==> src/rtl/gb_debug_pkg.sv <==
// Shared types and defaults for the de10boy CPU debug unit.
package gb_debug_pkg;

    localparam int unsigned DEF_ADDR_W      = 16;
    localparam int unsigned DEF_NUM_BP      = 4;
    localparam int unsigned DEF_TRACE_DEPTH = 16;

    typedef enum logic [1:0] {
        RUN,
        HALT,
        STEP,
        INJECT
    } dbg_state_t;

    typedef struct packed {
        logic [DEF_ADDR_W-1:0] pc;
        logic [7:0]            opcode;
    } trace_entry_t;

    // Index width that never collapses to zero for single-entry tables.
    function automatic int unsigned idx_w(input int unsigned n);
        return (n > 1) ? $clog2(n) : 1;
    endfunction

endpackage

==> src/rtl/gb_debug_unit_if.sv <==
// Debug-unit signal bundle: master = CPU/debugger side, slave = gb_debug_unit.
interface gb_debug_unit_if
    import gb_debug_pkg::*;
#(
    parameter int unsigned ADDR_W      = DEF_ADDR_W,
    parameter int unsigned NUM_BP      = DEF_NUM_BP,
    parameter int unsigned TRACE_DEPTH = DEF_TRACE_DEPTH
);
    localparam int unsigned BP_W = idx_w(NUM_BP);
    localparam int unsigned TR_W = idx_w(TRACE_DEPTH);

    logic [ADDR_W-1:0] cpu_pc;
    logic              cpu_fetch;
    logic [7:0]        cpu_opcode;
    logic              bp_wr_en;
    logic [BP_W-1:0]   bp_wr_idx;
    logic [ADDR_W-1:0] bp_wr_addr;
    logic              bp_wr_valid;
    logic              dbg_resume;
    logic              dbg_step;
    logic              dbg_pc_req;
    logic [ADDR_W-1:0] dbg_pc_val;
    logic              dbg_pc_ack;
    logic [ADDR_W-1:0] pc_new;
    logic              pc_ld;
    logic              cpu_halt;
    logic              halted;
    logic [BP_W-1:0]   hit_idx;
    logic [TR_W-1:0]   trace_rd_idx;
    logic [ADDR_W-1:0] trace_rd_pc;
    logic [7:0]        trace_rd_op;
    logic [TR_W:0]     trace_count;

    modport master (
        output cpu_pc, cpu_fetch, cpu_opcode, bp_wr_en, bp_wr_idx, bp_wr_addr,
               bp_wr_valid, dbg_resume, dbg_step, dbg_pc_req, dbg_pc_val, trace_rd_idx,
        input  dbg_pc_ack, pc_new, pc_ld, cpu_halt, halted, hit_idx,
               trace_rd_pc, trace_rd_op, trace_count
    );

    modport slave (
        input  cpu_pc, cpu_fetch, cpu_opcode, bp_wr_en, bp_wr_idx, bp_wr_addr,
               bp_wr_valid, dbg_resume, dbg_step, dbg_pc_req, dbg_pc_val, trace_rd_idx,
        output dbg_pc_ack, pc_new, pc_ld, cpu_halt, halted, hit_idx,
               trace_rd_pc, trace_rd_op, trace_count
    );

endinterface

==> src/rtl/gb_trace_buffer.sv <==
// Circular fetch trace: write pointer, saturating fill count, newest-first indexed read.
module gb_trace_buffer
    import gb_debug_pkg::*;
#(
    parameter type         entry_t = trace_entry_t,
    parameter int unsigned DEPTH   = DEF_TRACE_DEPTH,
    localparam int unsigned PTR_W  = idx_w(DEPTH)
) (
    input  logic             clk,
    input  logic             rst,
    input  logic             wr_en,
    input  entry_t           wr_entry,
    input  logic [PTR_W-1:0] rd_idx,
    output entry_t           rd_entry,
    output logic [PTR_W:0]   count
);
    localparam logic [PTR_W:0] FULL = (PTR_W + 1)'(DEPTH);

    entry_t           mem_q [DEPTH];
    logic [PTR_W-1:0] wr_ptr_q;
    logic [PTR_W:0]   count_q;
    logic [PTR_W-1:0] rd_addr;

    always_ff @(posedge clk) begin
        if (wr_en) mem_q[wr_ptr_q] <= wr_entry;
    end

    always_ff @(posedge clk or posedge rst) begin
        if (rst) begin
            wr_ptr_q <= '0;
            count_q  <= '0;
        end else if (wr_en) begin
            wr_ptr_q <= wr_ptr_q + PTR_W'(1);
            if (count_q != FULL) count_q <= count_q + (PTR_W + 1)'(1);
        end
    end

    // DEPTH is a power of two, so pointer arithmetic wraps for free.
    assign rd_addr  = wr_ptr_q - PTR_W'(1) - rd_idx;
    assign rd_entry = ({1'b0, rd_idx} < count_q) ? mem_q[rd_addr] : '0;
    assign count    = count_q;

endmodule

==> src/rtl/gb_debug_unit.sv <==
// CPU debug controller: PC breakpoints, halt/step/resume, handshaked PC injection, fetch trace.
module gb_debug_unit
    import gb_debug_pkg::*;
#(
    parameter int unsigned ADDR_W      = DEF_ADDR_W,
    parameter int unsigned NUM_BP      = DEF_NUM_BP,
    parameter int unsigned TRACE_DEPTH = DEF_TRACE_DEPTH
) (
    input  logic         Clk,
    input  logic         reset,
    gb_debug_unit_if.slave dbg
);
    localparam int unsigned BP_W = idx_w(NUM_BP);

    typedef struct packed {
        logic [ADDR_W-1:0] pc;
        logic [7:0]        opcode;
    } entry_t;

    dbg_state_t        state_q;
    logic [ADDR_W-1:0] bp_addr_q [NUM_BP];
    logic [NUM_BP-1:0] bp_valid_q;
    logic              skip_q;
    logic              halted_q;
    logic              pc_ld_q;
    logic              ack_q;
    logic [ADDR_W-1:0] pc_new_q;
    logic [BP_W-1:0]   hit_idx_q;

    logic              hit_any;
    logic [BP_W-1:0]   hit_slot;
    logic              match;
    logic              halt_c;
    entry_t            wr_entry;
    entry_t            rd_entry;

    // Lowest-index valid slot wins; table is the pre-write contents.
    always_comb begin
        hit_any  = 1'b0;
        hit_slot = '0;
        for (int unsigned i = 0; i < NUM_BP; i++) begin
            if (!hit_any && bp_valid_q[i] && bp_addr_q[i] == dbg.cpu_pc) begin
                hit_any  = 1'b1;
                hit_slot = BP_W'(i);
            end
        end
        match = dbg.cpu_fetch && hit_any && !skip_q;
    end

    always_comb begin
        halt_c = 1'b1;
        case (state_q)
            RUN:     halt_c = match;
            STEP:    halt_c = dbg.cpu_fetch;
            default: halt_c = 1'b1;
        endcase
    end

    always_ff @(posedge Clk or posedge reset) begin
        if (reset) begin
            state_q    <= RUN;
            bp_valid_q <= '0;
            for (int unsigned i = 0; i < NUM_BP; i++) bp_addr_q[i] <= '0;
            skip_q     <= 1'b0;
            halted_q   <= 1'b0;
            pc_ld_q    <= 1'b0;
            ack_q      <= 1'b0;
            pc_new_q   <= '0;
            hit_idx_q  <= '0;
        end else begin
            pc_ld_q <= 1'b0;
            ack_q   <= 1'b0;
            if (dbg.bp_wr_en && 32'(dbg.bp_wr_idx) < NUM_BP) begin
                bp_addr_q[dbg.bp_wr_idx]  <= dbg.bp_wr_addr;
                bp_valid_q[dbg.bp_wr_idx] <= dbg.bp_wr_valid;
            end
            case (state_q)
                RUN: begin
                    if (dbg.cpu_fetch) skip_q <= 1'b0;
                    if (match) begin
                        state_q   <= HALT;
                        halted_q  <= 1'b1;
                        hit_idx_q <= hit_slot;
                    end
                end
                HALT: begin
                    if (dbg.dbg_pc_req) begin
                        state_q  <= INJECT;
                        pc_ld_q  <= 1'b1;
                        ack_q    <= 1'b1;
                        pc_new_q <= dbg.dbg_pc_val;
                    end else if (dbg.dbg_step) begin
                        state_q  <= STEP;
                        halted_q <= 1'b0;
                    end else if (dbg.dbg_resume) begin
                        state_q  <= RUN;
                        halted_q <= 1'b0;
                        skip_q   <= 1'b1;
                    end
                end
                STEP: begin
                    if (dbg.cpu_fetch) begin
                        state_q  <= HALT;
                        halted_q <= 1'b1;
                    end
                end
                INJECT: state_q <= HALT;
            endcase
        end
    end

    assign wr_entry.pc     = dbg.cpu_pc;
    assign wr_entry.opcode = dbg.cpu_opcode;

    gb_trace_buffer #(
        .entry_t (entry_t),
        .DEPTH   (TRACE_DEPTH)
    ) u_trace (
        .clk      (Clk),
        .rst      (reset),
        .wr_en    (dbg.cpu_fetch && state_q != HALT),
        .wr_entry (wr_entry),
        .rd_idx   (dbg.trace_rd_idx),
        .rd_entry (rd_entry),
        .count    (dbg.trace_count)
    );

    assign dbg.cpu_halt    = halt_c;
    assign dbg.halted      = halted_q;
    assign dbg.pc_ld       = pc_ld_q;
    assign dbg.dbg_pc_ack  = ack_q;
    assign dbg.pc_new      = pc_new_q;
    assign dbg.hit_idx     = hit_idx_q;
    assign dbg.trace_rd_pc = rd_entry.pc;
    assign dbg.trace_rd_op = rd_entry.opcode;

endmodule

==> src/flat_wrapper.sv <==
// flat-port wrapper written by rule: the top's interface ports become plain ports
module gb_debug_unit_flat import gb_debug_pkg::*;
#(
    parameter int unsigned ADDR_W      = DEF_ADDR_W,
    parameter int unsigned NUM_BP      = DEF_NUM_BP,
    parameter int unsigned TRACE_DEPTH = DEF_TRACE_DEPTH
)
  (Clk, reset, dbg_cpu_pc, dbg_cpu_fetch, dbg_cpu_opcode, dbg_bp_wr_en, dbg_bp_wr_idx, dbg_bp_wr_addr, dbg_bp_wr_valid, dbg_dbg_resume, dbg_dbg_step, dbg_dbg_pc_req, dbg_dbg_pc_val, dbg_trace_rd_idx, dbg_dbg_pc_ack, dbg_pc_new, dbg_pc_ld, dbg_cpu_halt, dbg_halted, dbg_hit_idx, dbg_trace_rd_pc, dbg_trace_rd_op, dbg_trace_count);
  gb_debug_unit_if #(.ADDR_W(ADDR_W), .NUM_BP(NUM_BP), .TRACE_DEPTH(TRACE_DEPTH)) dbg_i ();
  input  logic Clk;
  input  logic reset;
  input wire logic [$bits(dbg_i.cpu_pc)-1:0] dbg_cpu_pc;
  input wire logic [$bits(dbg_i.cpu_fetch)-1:0] dbg_cpu_fetch;
  input wire logic [$bits(dbg_i.cpu_opcode)-1:0] dbg_cpu_opcode;
  input wire logic [$bits(dbg_i.bp_wr_en)-1:0] dbg_bp_wr_en;
  input wire logic [$bits(dbg_i.bp_wr_idx)-1:0] dbg_bp_wr_idx;
  input wire logic [$bits(dbg_i.bp_wr_addr)-1:0] dbg_bp_wr_addr;
  input wire logic [$bits(dbg_i.bp_wr_valid)-1:0] dbg_bp_wr_valid;
  input wire logic [$bits(dbg_i.dbg_resume)-1:0] dbg_dbg_resume;
  input wire logic [$bits(dbg_i.dbg_step)-1:0] dbg_dbg_step;
  input wire logic [$bits(dbg_i.dbg_pc_req)-1:0] dbg_dbg_pc_req;
  input wire logic [$bits(dbg_i.dbg_pc_val)-1:0] dbg_dbg_pc_val;
  input wire logic [$bits(dbg_i.trace_rd_idx)-1:0] dbg_trace_rd_idx;
  output wire logic [$bits(dbg_i.dbg_pc_ack)-1:0] dbg_dbg_pc_ack;
  output wire logic [$bits(dbg_i.pc_new)-1:0] dbg_pc_new;
  output wire logic [$bits(dbg_i.pc_ld)-1:0] dbg_pc_ld;
  output wire logic [$bits(dbg_i.cpu_halt)-1:0] dbg_cpu_halt;
  output wire logic [$bits(dbg_i.halted)-1:0] dbg_halted;
  output wire logic [$bits(dbg_i.hit_idx)-1:0] dbg_hit_idx;
  output wire logic [$bits(dbg_i.trace_rd_pc)-1:0] dbg_trace_rd_pc;
  output wire logic [$bits(dbg_i.trace_rd_op)-1:0] dbg_trace_rd_op;
  output wire logic [$bits(dbg_i.trace_count)-1:0] dbg_trace_count;
  assign dbg_i.cpu_pc = dbg_cpu_pc;
  assign dbg_i.cpu_fetch = dbg_cpu_fetch;
  assign dbg_i.cpu_opcode = dbg_cpu_opcode;
  assign dbg_i.bp_wr_en = dbg_bp_wr_en;
  assign dbg_i.bp_wr_idx = dbg_bp_wr_idx;
  assign dbg_i.bp_wr_addr = dbg_bp_wr_addr;
  assign dbg_i.bp_wr_valid = dbg_bp_wr_valid;
  assign dbg_i.dbg_resume = dbg_dbg_resume;
  assign dbg_i.dbg_step = dbg_dbg_step;
  assign dbg_i.dbg_pc_req = dbg_dbg_pc_req;
  assign dbg_i.dbg_pc_val = dbg_dbg_pc_val;
  assign dbg_i.trace_rd_idx = dbg_trace_rd_idx;
  assign dbg_dbg_pc_ack = dbg_i.dbg_pc_ack;
  assign dbg_pc_new = dbg_i.pc_new;
  assign dbg_pc_ld = dbg_i.pc_ld;
  assign dbg_cpu_halt = dbg_i.cpu_halt;
  assign dbg_halted = dbg_i.halted;
  assign dbg_hit_idx = dbg_i.hit_idx;
  assign dbg_trace_rd_pc = dbg_i.trace_rd_pc;
  assign dbg_trace_rd_op = dbg_i.trace_rd_op;
  assign dbg_trace_count = dbg_i.trace_count;
  gb_debug_unit #(.ADDR_W(ADDR_W), .NUM_BP(NUM_BP), .TRACE_DEPTH(TRACE_DEPTH)) u_core (.Clk(Clk), .reset(reset), .dbg(dbg_i));
endmodule
==> config.mk <==
export PLATFORM = sky130hd
export DESIGN_NAME = gb_debug_unit_flat
export DESIGN_NICKNAME = d
export VERILOG_FILES = /design/src/rtl/gb_debug_pkg.sv /design/src/rtl/gb_debug_unit_if.sv /design/src/rtl/gb_trace_buffer.sv /design/src/rtl/gb_debug_unit.sv /design/src/flat_wrapper.sv
export SDC_FILE = /design/constraint.sdc
export NUM_CORES = 1
export LEC_CHECK = 0
export BUFFER_PORTS_ARGS = -buffer_cell sky130_fd_sc_hd__buf_2
export CAP_MARGIN = 20
export CORE_ASPECT_RATIO = 1.2
export CORE_MARGIN = 2
export CORE_UTILIZATION = 65
export DETAILED_ROUTE_END_ITERATION = 12
export HOLD_SLACK_MARGIN = 0.06
export PLACE_DENSITY = 0.83
export SKIP_CTS_REPAIR_TIMING = 1
export SLEW_MARGIN = 20
export SYNTH_ARGS = -nofsm -noshare
export SYNTH_HDL_FRONTEND = slang
export SYNTH_SLANG_ARGS = --single-unit
export TNS_END_PERCENT = 20
==> constraint.sdc <==
create_clock -name Clk -period 6.1 [get_ports Clk]
set_input_delay 0.61 -clock Clk [delete_from_list [all_inputs] [get_ports Clk]]
set_output_delay 0.61 -clock Clk [all_outputs]
set_load 0.1 [all_outputs]
==> results of run 1 <==
==> worst register-to-register path, cell delays in order (launching register included) <==
cell and delay (ns):
dfrtp_1 0.40, inv_1 0.08, ha_1 0.30, nor2_1 0.59, nand2_1 0.11, nor2_1 0.19, and2_1 0.16, buf_4 0.45
==> logic make-up (layout without fill, tap and decap cells) <==
| family | Yosys count | count (layout) | synth area share |
|---|---|---|---|
| XOR/XNOR | 73 | 73 | 0.0335 |
| flip-flops | 484 | 484 | 0.710 |
| AO/OA/AOI/OAI | 78 | 78 | 0.0277 |
| buffers and inverters | 69 | 247 | 0.0169 |
| multiplexers | 204 | 204 | 0.169 |
| AND/OR/NAND/NOR | 109 | 109 | 0.0326 |
| adder cells (fa/ha/maj) | 16 | 16 | 0.0105 |
==> layout make-up <==
cell class	count	area [sq um]
clock inverters	25	159
well taps	390	488
inverters	16	62.6
clock buffers	59	1220
multi-input cells	480	5460
fillers	1672	7500
flip-flops and latches	484	14000
repair buffers	147	860
==> state kept, by name (all words and copies together), names as in the netlist <==
| name | flops |
|---|---|
| u_core.u_trace.wr_ptr_q | 4 |
| u_core.bp_addr_q | 64 |
| u_core.dbg.halted | 1 |
| u_core.u_trace.mem_q | 384 |
| u_core.skip_q | 1 |
| u_core.u_trace.count | 5 |
| u_core.dbg.pc_ld | 1 |
| u_core.state_q | 2 |
| u_core.dbg.hit_idx | 2 |
| u_core.dbg.pc_new | 16 |
| u_core.bp_valid_q | 4 |
==> cell usage in the layout (no fill, tap or decap), types with 3 or more instances in the layout <==
master	Yosys	routed
mux2i_1	24	24
clkinv_1	0	5
dfrtp_1	100	100
nand3b_1	4	4
nor4_1	5	5
o21ai_0	10	10
and2_1	16	16
xnor2_2	3	4
a211oi_1	48	48
nand4_1	14	14
xnor2_1	50	49
nand3_1	6	6
inv_1	16	15
clkbuf_1	25	12
clkbuf_16	0	47
nand2_1	15	15
clkinv_2	0	14
xor2_1	20	19
buf_4	2	21
a21oi_1	7	7
mux4_2	96	96
mux2_2	84	84
buf_12	0	4
edfxtp_1	384	384
ha_1	15	14
clkinvlp_4	0	3
nor2_1	10	9
nor2b_1	25	25
buf_2	18	120
==> per-layer routing <==
metal / vias up / GRT usage / share of wire
met1: 5338 / 0.357 / 0.37
met5: - / 0 / 0.00026
met3: 79 / 0.0418 / 0.070
met4: 2 / 0.0833 / 0.024
met2: 498 / 0.488 / 0.54
li1: 4375 / - / -
==> worst max path at each step <==
stage,slack [ns],startpoint,cells after the start,end
finish,1.43,u_core.u_trace.wr_ptr_q[0],7,dbg_trace_rd_pc[5]
floorplan,0.78,dbg_trace_rd_idx[0],9,dbg_trace_rd_op[7]
global placement,1.74,dbg_trace_rd_idx[0],10,dbg_trace_rd_op[1]
CTS,1.38,u_core.u_trace.wr_ptr_q[0],8,dbg_trace_rd_pc[8]
global route,1.29,u_core.u_trace.wr_ptr_q[0],8,dbg_trace_rd_op[1]
detailed placement,1.70,dbg_trace_rd_idx[0],10,dbg_trace_rd_op[1]
==> stage by stage <==
step	hold WS, ns	std cells
global route	0.277	1601
CTS	-0.0289	1600
detailed placement	0.489	1516
finish	0.294	1601
floorplan	0.479	1033
global placement	0.477	1516
==> metrics, run 1 <==
outcome=completed; drt total wl=42400 um; CP required=5.49 ns; Area contributors post-synth=edfxtp_1 (58%), dfrtp_1 (13%), mux4_2 (11%); crit-path cells=ha_4 > fa_4 > mux4_2 > nor2b_1 > a211oi_1 > a211oi_1 > buf_2; Util after Layout=0.748; number of global-route vias before repair=10900; Synth Flop Type=edfxtp_1; Post-synth EDFFs=384; initial antenna violation count=1; Setup crit start kind=flip-flop; final worst-path cycle share=0.765; Yosys top cell area share=0.583; residual DRC count=0; final net count=1260; post-route setup slack=1.43 ns; Num CTS Buffers=45; Max-Cap Viols=0; hold crit path type=input pin to flip-flop; CP Class=flip-flop to primary output; Die Footprint=31800 sq um; GRT overflow=0; Synthesized Nets=1119; vias per cell=6.43; Min Clock Period, post-route=4.67 ns; post-place setup slack=1.70 ns; Max Slew Vio Count=0; Post-synth ARST share=0.207; Ant. Diodes=0; worst slew pin tran=1.09 ns; Register-to-Register Path Depth=7; Syn. warnings=0; Clock transition at path regs=0.06 ns; number of core rows=69; H-tree depth=2; Hold Path End=u_core.dbg.pc_new[6]; Initial Util=0.664; critical-path maximum fanout=42; crit-path leading delay family=adder cells; RR Startpoint=u_core.state_q[1]; Final Instance Area=22300 sq um; sequential-to-total area share from yosys stat=0.710; first-pass GRT wire length=64400 um; hpwl dp=23400 um; number of setup violations in the final report=0; commonest cells in the synthesized netlist=edfxtp_1 (384), dfrtp_1 (100), mux4_2 (96), mux2_2 (84), xnor2_1 (50); count of cell types in the netlist=47; later-pin clock latency in the skew report=0.56 ns; CP max-delay cell=fa_4; HP Start=dbg_dbg_pc_val[6]; clock buffer depth=3; most used cell, CP=a211oi_1; Syn Area/Cell=19.1 sq um; Tot GR Track Use=0.276; Final Skew=0.0150 ns; share of cells above drive strength 1=0.338; clock root buffer master=clkbuf_16; Critical path buffers and inverters=1; Post-Synthesis Cells=1033; Sink Count=484; RSZ-0062 raised after global routing=false; Post-DRT Antenna Nets=0; via count=10300; die width=163 um; PortBufs=120; Initial DRT Pass Iterations=5; GPL Wtd Cong=0.793; Final TNS setup=0 ns; Synth Register Bits=484; Max stage delay on crit path=1.22 ns; Synth area leader=edfxtp_1; most frequent cell after synthesis=edfxtp_1; area grow syn2layout=12.7%; Worst Setup End Kind=primary output; Fmax=214 MHz; Cell Area, Synth=19800 sq um; Reg2Reg Setup Slack=3.46 ns; Core Area=29800 sq um; largest net degree at the start of global routing=85; worst r2r dst=u_core.u_trace.mem_q[6][23]; final hold violations=0; die height=195 um; critical path data arrival time=4.06 ns; Slew headroom=0.270; # IOs=121; Iter 0 DRT Violations=1011; hold path cells=2; wire per inst=26.5 um; CTS tree=yes; Placed Area=20900 sq um
Power of run 1 is left out: the tool's default activity adds up to more than one toggle a clock period on the data nets, which glitch-free logic cannot reach.
==> run 2, diff against run 1 <==
--- a/config.mk
+++ b/config.mk
@@ -9,10 +9,10 @@
 export CAP_MARGIN = 20
 export CORE_ASPECT_RATIO = 1.2
 export CORE_MARGIN = 2
-export CORE_UTILIZATION = 65
+export CORE_UTILIZATION = 55
 export DETAILED_ROUTE_END_ITERATION = 12
 export HOLD_SLACK_MARGIN = 0.06
-export PLACE_DENSITY = 0.83
+export PLACE_DENSITY = 0.75
 export SKIP_CTS_REPAIR_TIMING = 1
 export SLEW_MARGIN = 20
 export SYNTH_ARGS = -nofsm -noshare
==> constraint.sdc (replaced) <==
create_clock -name Clk -period 3.8 [get_ports Clk]
set_input_delay 0.38 -clock Clk [delete_from_list [all_inputs] [get_ports Clk]]
set_output_delay 0.38 -clock Clk [all_outputs]
set_load 0.1 [all_outputs]
==> metrics, run 2 (synthesized netlist as in run 1, its figures left out) <==
outcome=completed; Reg with most FFs=u_core.u_trace.mem_q; Initial Util=0.555; initial antenna violation count=3; CP required=3.42 ns; vias per cell=6.02; max FFs per register=384; area grow syn2layout=17.9%; Die Footprint=37500 sq um; critical-path maximum fanout=10; Slew headroom=0.309; most common cell after layout, fill and taps aside=edfxtp_1; final hold violations=0; CTS tree=yes; die width=177 um; largest net degree at the start of global routing=73; CP Class=flip-flop to primary output; routed wl met3=2800 um; PortBufs=120; Tot GR Track Use=0.226; Multi-input gate area=5750 sq um; GRT overflow=0; Post-DRT Antenna Nets=0; Setup crit start kind=flip-flop; Met1 Wirelength=16700 um; share of cells above drive strength 1=0.393; drt total wl=43100 um; number of setup violations in the final report=0; number of global-route vias before repair=10600; most frequent cells in the layout=edfxtp_1 (384), dfrtp_1 (99), mux4_2 (96), buf_2 (96), mux2_2 (84); Worst Setup End Kind=primary output; hold crit path type=input pin to flip-flop; Core Area=35700 sq um; flip-flop and latch area=14000 sq um; wire per inst=25.3 um; Initial DRT Pass Iterations=7; die height=212 um; GPL Wtd Cong=0.740; clock root buffer master=clkbuf_16; clock buffer depth=3; first-pass GRT wire length=62600 um; fillcell total=2350; Fmax=265 MHz; final worst-path cycle share=0.991; number of core rows=76; hpwl dp=23700 um; Max-Cap Viols=0; Max Slew Vio Count=0; crit path from=u_core.u_trace.wr_ptr_q[0]; Iter 0 DRT Violations=986; Num CTS Buffers=47; H-tree depth=2; residual DRC count=0; max layer used=met5; # IOs=121; later-pin clock latency in the skew report=0.55 ns; Sink Count=484; worst slew pin tran=1.04 ns; HP Start=dbg_dbg_pc_val[1]; Detail Route met2 WL=22400 um; final net count=1287; RSZ-0062 raised after global routing=true; RR Startpoint=u_core.state_q[1]; critical path data arrival time=3.39 ns; via count=10300; Min Clock Period, post-route=3.77 ns; Clock transition at path regs=0.06 ns; Final Skew=0.0131 ns; Util after Layout=0.654
-- run 2: cell type report --
class / instances / share of cell area
sequential: 484 / 0.602
timing repair buffer: 172 / 0.0589
clock buffer: 67 / 0.0588
inverter: 16 / 0.00268
clock inverter: 18 / 0.00622
antenna: 1 / 0.000107
tap: 468 / 0.0251
multi-input combinational: 480 / 0.246
-- run 2: through the flow --
stage	setup slack (ns)	cells	hold WS [ns]	instance area, sq um	TNS (ns)
after detailed placement	0.359	1600	0.483	21200	0
after global placement	0.390	1600	0.472	21200	0
after global routing	-0.0596	1706	0.0631	23300	-0.523
after CTS	-0.197	1685	-0.0748	22700	-2.84
final	0.0330	1706	0.0645	23300	0
after floorplan	-0.223	1033	0.479	19900	-4.92
-- run 2: worst paths after layout --
kind	to	slack, ns	depth (start not counted)
setup / recovery	dbg_trace_rd_pc[6]	0.03	8
hold reg to reg	u_core.dbg.hit_idx[0]	0.49	1
setup reg to reg	u_core.u_trace.mem_q[5][11]	1.11	7
hold / removal	u_core.dbg.pc_new[1]	0.06	2
max in group asynchronous	u_core.bp_addr_q[33]	2.50	4
min in group asynchronous	u_core.dbg.pc_new[9]	0.47	3
-- run 2: worst max-delay path, cell delays in order (launching register included) --
cell	delay, ns
dfrtp_2	0.45
ha_4	0.18
fa_4	0.94
buf_12	0.17
buf_6	0.19
mux4_2	0.32
mux2i_2	0.23
a211oi_2	0.13
buf_6	0.21
-- run 2: layer usage --
| metal | up-vias | track usage |
|---|---|---|
| li1 | 4428 | - |
| met1 | 5363 | 0.297 |
| met2 | 393 | 0.385 |
| met3 | 83 | 0.0395 |
| met4 | 4 | 0.0718 |
| met5 | - | 0 |
Power of run 2 is left out for the same reason.
